$ cat src/rtl/psk_demod_pkg.sv
// Shared constants and types for the PSK demodulator slice.
package psk_demod_pkg;

   localparam int SAMPLES_PER_SYM = 16;
   localparam int PH_W            = 4;

   typedef logic [PH_W-1:0] ph_t;

   localparam ph_t PH_LAST = PH_W'(SAMPLES_PER_SYM - 1);

   typedef enum logic {
      MODE_QPSK = 1'b0,
      MODE_BPSK = 1'b1
   } mode_e;

   function automatic int acc_width(input int width);
      return 2 * width + 4;
   endfunction

   function automatic int tdata_width(input int bytes);
      return ((bytes < 1) ? 1 : bytes) * 8;
   endfunction

endpackage

$ cat src/rtl/psk_integrate_dump.sv
// One branch of the demodulator: mix with carrier, integrate over a symbol, dump the sign.
module psk_integrate_dump
   import psk_demod_pkg::*;
#(
   parameter int WIDTH = 12
) (
   input  logic                    clk_16M384,
   input  logic                    rst_16M384,
   input  logic signed [WIDTH-1:0] in_smp,
   input  logic signed [WIDTH-1:0] carrier,
   input  logic                    s1_vld,
   input  ph_t                     ph,
   output logic                    dec_bit
);

   localparam int ACC_W = acc_width(WIDTH);
   localparam int PW    = 2 * WIDTH;

   logic signed [PW-1:0]    smp_x;
   logic signed [PW-1:0]    car_x;
   logic signed [PW-1:0]    prod;
   logic signed [ACC_W-1:0] prod_x;
   logic signed [ACC_W-1:0] acc;
   logic signed [ACC_W-1:0] sum;

   always_comb begin
      smp_x  = {{WIDTH{in_smp[WIDTH-1]}}, in_smp};
      car_x  = {{WIDTH{carrier[WIDTH-1]}}, carrier};
      prod_x = {{(ACC_W-PW){prod[PW-1]}}, prod};
      sum    = acc + prod_x;
   end

   // prod is the stage-1 product; ph and s1_vld from the top describe that same sample
   always_ff @(posedge clk_16M384) begin
      if (rst_16M384) begin
         prod    <= '0;
         acc     <= '0;
         dec_bit <= 1'b0;
      end else begin
         prod <= smp_x * car_x;
         if (s1_vld)
            acc <= (ph == '0) ? prod_x : sum;
         if (s1_vld && ph == PH_LAST)
            dec_bit <= ~sum[ACC_W-1];
      end
   end

endmodule

$ cat src/rtl/psk_demod.sv
// BPSK/QPSK integrate-and-dump demodulator, 16 samples per symbol, AXIS output.
module psk_demod
   import psk_demod_pkg::*;
#(
   parameter int WIDTH = 12,
   parameter int BYTES = 1
) (
   input  logic                           clk_16M384,
   input  logic                           rst_16M384,
   input  logic signed [WIDTH-1:0]        in_I,
   input  logic signed [WIDTH-1:0]        in_Q,
   input  logic                           in_vld,
   input  logic                           in_is_bpsk,
   input  logic                           in_last,
   input  logic signed [WIDTH-1:0]        carrier_I,
   input  logic signed [WIDTH-1:0]        carrier_Q,
   output logic [tdata_width(BYTES)-1:0]  m_tdata,
   output logic                           m_tvalid,
   input  logic                           m_tready,
   output logic                           m_tlast,
   output logic                           m_tuser,
   output logic                           overflow,
   output logic                           sym_clk_1M024
);

   localparam int DW = tdata_width(BYTES);

   logic  s1_vld, s1_last, s1_bpsk;
   ph_t   ph;
   mode_e mode_q, dec_mode;
   logic  last_q, dec_last, dec_vld;
   logic  dec_i, dec_q, q_bit;
   logic  sym_end;

   psk_integrate_dump #(.WIDTH(WIDTH)) u_int_i (
      .clk_16M384 (clk_16M384),
      .rst_16M384 (rst_16M384),
      .in_smp     (in_I),
      .carrier    (carrier_I),
      .s1_vld     (s1_vld),
      .ph         (ph),
      .dec_bit    (dec_i)
   );

   psk_integrate_dump #(.WIDTH(WIDTH)) u_int_q (
      .clk_16M384 (clk_16M384),
      .rst_16M384 (rst_16M384),
      .in_smp     (in_Q),
      .carrier    (carrier_Q),
      .s1_vld     (s1_vld),
      .ph         (ph),
      .dec_bit    (dec_q)
   );

   always_comb begin
      sym_end       = s1_vld && (ph == PH_LAST);
      q_bit         = (dec_mode == MODE_BPSK) ? 1'b0 : dec_q;
      sym_clk_1M024 = ~ph[PH_W-1];
   end

   always_ff @(posedge clk_16M384) begin
      if (rst_16M384) begin
         s1_vld   <= 1'b0;
         s1_last  <= 1'b0;
         s1_bpsk  <= 1'b0;
         ph       <= '0;
         mode_q   <= MODE_QPSK;
         last_q   <= 1'b0;
         dec_vld  <= 1'b0;
         dec_last <= 1'b0;
         dec_mode <= MODE_QPSK;
         m_tvalid <= 1'b0;
         m_tdata  <= '0;
         m_tlast  <= 1'b0;
         m_tuser  <= 1'b0;
         overflow <= 1'b0;
      end else begin
         s1_vld  <= in_vld;
         s1_last <= in_last;
         s1_bpsk <= in_is_bpsk;

         // any invalid stage-1 slot abandons the symbol in progress
         ph <= s1_vld ? ph + 1'b1 : '0;

         if (s1_vld && ph == '0) begin
            mode_q <= mode_e'(s1_bpsk);
            last_q <= s1_last;
         end else if (s1_vld) begin
            last_q <= last_q | s1_last;
         end

         dec_vld <= sym_end;
         if (sym_end) begin
            dec_last <= last_q | s1_last;
            dec_mode <= mode_q;
         end

         if (dec_vld && (!m_tvalid || m_tready)) begin
            m_tvalid <= 1'b1;
            m_tdata  <= DW'({dec_i, q_bit});
            m_tlast  <= dec_last;
            m_tuser  <= (dec_mode == MODE_BPSK);
         end else if (dec_vld) begin
            overflow <= 1'b1;
         end else if (m_tready) begin
            m_tvalid <= 1'b0;
         end
      end
   end

endmodule

$ cat config.mk
export PLATFORM = sky130hd
export DESIGN_NAME = psk_demod
export DESIGN_NICKNAME = d
export VERILOG_FILES = /design/src/rtl/psk_demod_pkg.sv /design/src/rtl/psk_integrate_dump.sv /design/src/rtl/psk_demod.sv
export SDC_FILE = /design/constraint.sdc
export NUM_CORES = 1
export LEC_CHECK = 0
export ABC_CLOCK_PERIOD_IN_PS = 19750
export CAP_MARGIN = 20
export CORE_UTILIZATION = 41
export CTS_BUF_LIST = sky130_fd_sc_hd__clkbuf_16
export DETAILED_ROUTE_END_ITERATION = 8
export GPL_TIMING_DRIVEN = 0
export PLACE_DENSITY = 0.66
export SETUP_SLACK_MARGIN = 0.4
export SYNTH_ARGS = -nofsm -noshare
export SYNTH_HDL_FRONTEND = slang
export SYNTH_SLANG_ARGS = --single-unit
$ cat constraint.sdc
create_clock -name clk_16M384 -period 19.75 [get_ports clk_16M384]
set_input_delay 3.95 -clock clk_16M384 [delete_from_list [all_inputs] [get_ports clk_16M384]]
set_output_delay 3.95 -clock clk_16M384 [all_outputs]
set_load 0.01 [all_outputs]
* Yosys cells after proc, flatten, opt, wreduce, memory -nomap -nowiden
Index checks and enable logic that the tools add are counted.
** Word-level totals
- Logic and storage cells :: 52
- Input bits :: 54
- Register bits :: 124
- Output and inout port bits :: 13
** Operators by class
- Multiply operators :: 2
- Add/subtract/negate cells :: 3
- Bitwise logic cells :: 6
- Multiplexer cells :: 8
- Eq/ne operators :: 2
- Reductions and logical operators :: 11
** Operators by type and width (count)
- 28-bit by 24-bit adder with 28-bit output :: 2
- 28-bit two-way mux :: 2
- 12-bit by 12-bit multiplier with 24-bit output :: 2
- 1-bit two-way mux :: 6
- 1-bit NOT :: 5
- 4-bit by 1-bit adder with 4-bit output, second input constant :: 1
- 4-bit equality test, second input constant :: 1
- 4-bit zero test :: 1
- 2-bit AND reduction :: 2
- 2-bit nonzero test :: 2
- 1-bit logical AND :: 3
- 2-bit by 1-bit inequality test with 1-bit output, second input constant :: 1
- 2-bit OR reduction :: 1
- 1-bit zero test :: 1
- 1-bit logical OR :: 1
- 1-bit bitwise OR :: 1

* Logic depth before layout (Yosys ltp)
- Depth after elaboration :: 5
- Depth in mapped cells :: 23
- Gate-level depth less buffers :: 22

* Hierarchy
Synthesis repeated with hierarchy kept, for this count alone.
** Second synthesis, totals
- Cells, all modules :: 2110
- Area, all modules :: 18129.9 µm²
** By module, submodules not included
- psk_integrate_dump at u_int_q :: area each 8724.6 µm², times used 1, cells an instance 1020
- psk_integrate_dump at u_int_i :: area each 8699.6 µm², times used 1, cells an instance 1016
- psk_demod :: area each 705.7 µm², times used 1, cells an instance 74

* Least setup slack after synthesis
No wires, ideal clock.
- Path kind :: input-to-reg
- Start point :: in carrier_I[0]
- End point :: reg u_int_i.prod[17]
- Data required time :: 19.622 ns
- Path slack :: 10.861 ns
- Stages on the path :: 21
- Arrival time :: 8.762 ns
- Path buffers :: 1
- Library setup time :: 0.128 ns
- Cell sequence :: clkbuf_1 -> nand2_1 -> fa_1 -> inv_1 -> ha_1 -> fa_1 -> inv_1 -> fa_1 -> fa_1 -> inv_1 -> ha_1 -> nor2b_1 -> o21ai_1 -> a21boi_0 -> o21a_1 -> o311ai_1 -> nand2b_1 -> a311o_1 -> o31ai_1 -> xor2_1 -> nor2_1
** On the way
- Cells in the longest elaborated chain, start to end :: 1
** Ends and longest elaborated chain
- from (decl) :: line psk_demod.sv:15 : input logic signed [WIDTH-1:0] carrier_I,
- 12-bit by 12-bit multiplier with 24-bit output :: line psk_integrate_dump.sv:40 : prod <= smp_x * car_x;
- to (signal assigned) :: line psk_integrate_dump.sv:40
- to (decl) :: line psk_integrate_dump.sv:21 : logic signed [PW-1:0] prod;
Every way passes these cells.
A chain may end at the register's enable or synchronous reset.

* Final worst setup path
- Start point :: in carrier_Q[1]
- End point :: reg u_int_q.prod[23]
** On the way
- Cells in the longest elaborated chain, start to end :: 1
** Ends and longest elaborated chain
- from (decl) :: line psk_demod.sv:16 : input logic signed [WIDTH-1:0] carrier_Q,
- 12-bit by 12-bit multiplier with 24-bit output :: line psk_integrate_dump.sv:40
- to (signal assigned) :: line psk_integrate_dump.sv:40
- to (decl) :: line psk_integrate_dump.sv:21
Every way passes these cells.

==> results.py <==
metrics = {
    "timing": {
        "finalHoldViolations": 0,
        "finalWorstSetupSlack_ns": 9.94,
        "max_freq_mhz": 102,
        "max-slew-margin-rel": 0.334,
        "fin_crit_ns": 9.81,
        "hold_ws_ns": 0.467,
        "setup_viol": 0,
        "final.period_utilization": 0.497,
        "rsz0062_at_grt": "false",
        "tns_ns": 0,
        "tightestPinTransition_ns": 0.997,
        "skew_ns": 0.00891,
        "report.final.slew_viol_count": 0,
    },
    "clock_network": {
        "cts_buffer_depth": 2,
        "post_cts_resized": 0,
        "clkSlewWorstSetupHoldPaths_ns": 0.06,
        "cts_tree": "done",
        "post_cts_buffers": 0,
        "htreeDepth": 4,
        "clock_sinks": 124,
        "cts_buffers": 17,
        "cts_root_buf": "clkbuf_16",
        "insertion_delay_ns": 0.43,
        "holdBufCountCts": 0,
    },
    "die": {
        "io_pins": 67,
        "die_x_um": 209,
        "start_util": 0.418,
        "fp.dieH_um": 209,
        "rows": 75,
        "coreArea_mm2": 0.0421,
        "die-area_mm2": 0.0438,
    },
    "placement": {
        "gp_congestion": 0.903,
        "post-place-ws_ns": 9.45,
        "dp_hpwl_mm": 34.0,
        "numPortBuffers": 60,
    },
    "hold_path": {
        "holdPathEnd": "overflow$_SDFFE_PP0P_",
        "hold_path.class": "flip-flop to flip-flop",
        "worstHoldStart": "overflow$_SDFFE_PP0P_",
        "holdPathStages": 2,
    },
    "setup_path": {
        "crit_type": "input pin to flip-flop",
        "r2r_cells": 13,
        "critPathMaxFanout": 10,
        "r2r_slack_ns": 16.18,
        "rr_endpoint": "u_int_i.acc[26]$_SDFFE_PP0P_",
        "slowest_stage": "clkdlybuf4s50_1",
        "end_kind": "flip-flop",
        "cp_common_cell": "inv_1",
        "critPathArrivalTime_ns": 10.10,
        "crit_chain": "clkdlybuf4s50_1 > clkbuf_1 > nand2_1 > fa_1 > inv_1 > ha_1 > inv_1 > fa_1 > inv_1 > fa_1 > inv_1 > fa_1 > inv_1 > ha_1 > a21o_1 > a21o_1 > a21oi_1 > nor2b_1 > nor2_1 > a21oi_1 > nor4b_1 > a21oi_1 > xnor2_1 > nor2_1",
        "max_stage_delay_ns": 0.59,
        "start_kind": "input pin",
        "cp.required_ns": 20.04,
        "r2r-start": "u_int_i.prod[0]$_SDFF_PP0_",
    },
    "yosys": {
        "async_reset_ff_frac": 0,
        "synthFlopType": "dfxtp_1",
        "synth_edf_count": 0,
        "synth_area_mm2": 0.0176,
        "ys_warn_count": 0,
        "yosysSeqAreaShare": 0.141,
        "synth_cells": 2059,
        "synth_cell_types": 69,
        "ys_seq_elements": 124,
        "synth.avg_cell_area_um2": 8.56,
    },
    "flow_run": {
        "cap_violations": 0,
    },
    "global_route": {
        "antenna_found_initial": 0,
        "grt_pass1_vias": 14400,
        "grt_pass1_wl_mm": 70.2,
        "grt-ovfl-total": 0,
        "grt_max_degree": 17,
        "grt_usage": 0.198,
    },
    "layout": {
        "area_delta_synth_final_pct": 10.7,
        "fin_nets": 2633,
        "antenna_cells": 0,
        "layout-drive-gt1-share": 0.0250,
        "num-fill-cells": 4051,
    },
    "drt": {
        "ant_nets": 0,
        "viasPerCell": 5.14,
        "route.met3.wl_mm": 2.15,
        "topRoutingLayerUsed": "met4",
        "met2WireLength_mm": 19.3,
        "met1_length_mm": 19.3,
        "first_pass_iters": 5,
        "drt-initial-drc-count": 983,
        "wirelength_mm": 41.3,
        "wl_per_cell_um": 15.3,
        "vias": 13900,
        "drc_errors": 0,
    },
    "status": {
        "outcome": "completed",
    },
    "power": {
        "ir_drop_mv": 0.131,
        "pwr_density_cell_mw_per_mm2": 146,
        "leakage_nw": 9.47,
    },
}
==> power breakdown <==
part / internal, mW / leakage [nW] / switching [mW] / total (mW)
Clock: 0.198 / 0.281 / 0.122 / 0.320
Sequential: 0.314 / 1.02 / 0.0335 / 0.347
Combinational: 0.952 / 8.16 / 1.24 / 2.19
Total: 1.46 / 9.47 / 1.39 / 2.86
==> placed cells by master (no fill, tap or decap), types with 32 or more instances in the layout <==
master	synthesis	routed
ha_1	158	158
a21oi_1	78	78
and2_1	88	88
clkdlybuf4s50_1	0	60
nor2_1	139	139
dfxtp_1	124	124
xnor2_1	58	58
nand2_1	300	300
clkbuf_1	77	77
o21ai_0	53	53
inv_1	363	363
fa_1	278	278
xor2_1	32	32
==> worst max-delay path, delay by kind of cell <==
family | cells | cell delay [ns]
XOR/XNOR | 1 | 0.39
adder cells (fa/ha/maj) | 6 | 2.86
AO/OA/AOI/OAI | 5 | 0.74
AND/OR/NAND/NOR | 5 | 0.76
buffers and inverters | 7 | 1.40
==> final cells by class <==
class                   instances  area (µm²)  share of cell area
well taps                     539         674              0.0346
clock buffers                  17         425              0.0218
inverters                     365        1370              0.0702
plain buffers                  92         369              0.0189
flip-flops and latches        124        2480               0.127
repair buffers                 60         601              0.0308
multi-input cells            1483       13400               0.688
clock inverters                15         173             0.00885
==> per-layer routing <==
| metal | vias up | global-route usage |
|---|---|---|
| met4 | 0 | 0.0444 |
| met3 | 46 | 0.0332 |
| met2 | 340 | 0.327 |
| li1 | 6634 | - |
| met1 | 6844 | 0.272 |
| met5 | - | 0 |
==> state kept, by name, indices dropped and copies added (netlist names), 2 cells and up <==
signal	count
u_int_q.prod	24
u_int_q.acc	28
u_int_i.prod	24
u_int_i.acc	28
ph	4
m_tdata	2
==> logic make-up (layout without fill, tap and decap cells) <==
logic type / count (synthesis) / count (layout) / synth area share
AOI/OAI and AO/OA: 285 / 285 / 0.110
adders and majority gates: 436 / 436 / 0.428
buffers and inverters: 457 / 549 / 0.0987
DFF: 124 / 124 / 0.141
and+or+nand+nor: 647 / 647 / 0.167
muxes: 19 / 19 / 0.0108
other: 1 / 6 / 0.000213
xor gates and xnor gates: 90 / 90 / 0.0447
==> Yosys cell counts (3+ instances only) <==
| cell | n | share of area |
|---|---|---|
| a211o_1 | 4 | 0.0020 |
| a211oi_1 | 7 | 0.0030 |
| a21boi_0 | 4 | 0.0017 |
| a21o_1 | 31 | 0.013 |
| a21oi_1 | 78 | 0.022 |
| a311oi_1 | 27 | 0.013 |
| a31o_2 | 3 | 0.0015 |
| a31oi_1 | 6 | 0.0021 |
| a41oi_1 | 4 | 0.0020 |
| and2_1 | 88 | 0.031 |
| and3_1 | 6 | 0.0021 |
| buf_1 | 8 | 0.0017 |
| buf_4 | 6 | 0.0026 |
| clkbuf_1 | 77 | 0.016 |
| dfxtp_1 | 124 | 0.14 |
| fa_1 | 278 | 0.32 |
| ha_1 | 158 | 0.11 |
| inv_1 | 363 | 0.077 |
| mux2i_1 | 19 | 0.011 |
| nand2_1 | 300 | 0.064 |
| nand2b_1 | 19 | 0.0067 |
| nand3_1 | 19 | 0.0054 |
| nand3b_1 | 4 | 0.0017 |
| nand4_1 | 4 | 0.0014 |
| nor2_1 | 139 | 0.030 |
| nor2b_1 | 25 | 0.0089 |
| nor3_1 | 19 | 0.0054 |
| nor3b_1 | 8 | 0.0034 |
| o211a_1 | 5 | 0.0028 |
| o211ai_1 | 10 | 0.0043 |
| o21a_1 | 9 | 0.0038 |
| o21ai_0 | 53 | 0.015 |
| o21bai_1 | 14 | 0.0060 |
| o31ai_1 | 4 | 0.0017 |
| or2_2 | 4 | 0.0014 |
| xnor2_1 | 58 | 0.029 |
| xor2_1 | 32 | 0.016 |
==> how the worst max path moves through the flow <==
stage                             endpoint         start  slack, ns
4_1_cts        u_int_q.prod[23]$_SDFF_PP0_  carrier_Q[1]       9.87
6_report       u_int_q.prod[23]$_SDFF_PP0_  carrier_Q[1]       9.94
3_3_place_gp   u_int_i.prod[23]$_SDFF_PP0_  carrier_I[1]       9.58
2_1_floorplan  u_int_i.prod[17]$_SDFF_PP0_  carrier_I[0]      10.86
3_5_place_dp   u_int_q.prod[23]$_SDFF_PP0_  carrier_Q[1]       9.45
5_1_grt        u_int_q.prod[23]$_SDFF_PP0_  carrier_Q[1]       9.42
==> stage by stage <==
stage               instances  power, mW   util  area (µm²)
floorplan                2064       2.08      -       17600
global placement         2663       2.50  0.449       18900
detailed placement       2663       2.56  0.449       18900
CTS                      2695       2.89  0.463       19500
global route             2695       3.22  0.463       19500
finish                   2695       2.86  0.463       19500
Power figures use the tool's default switching activity.
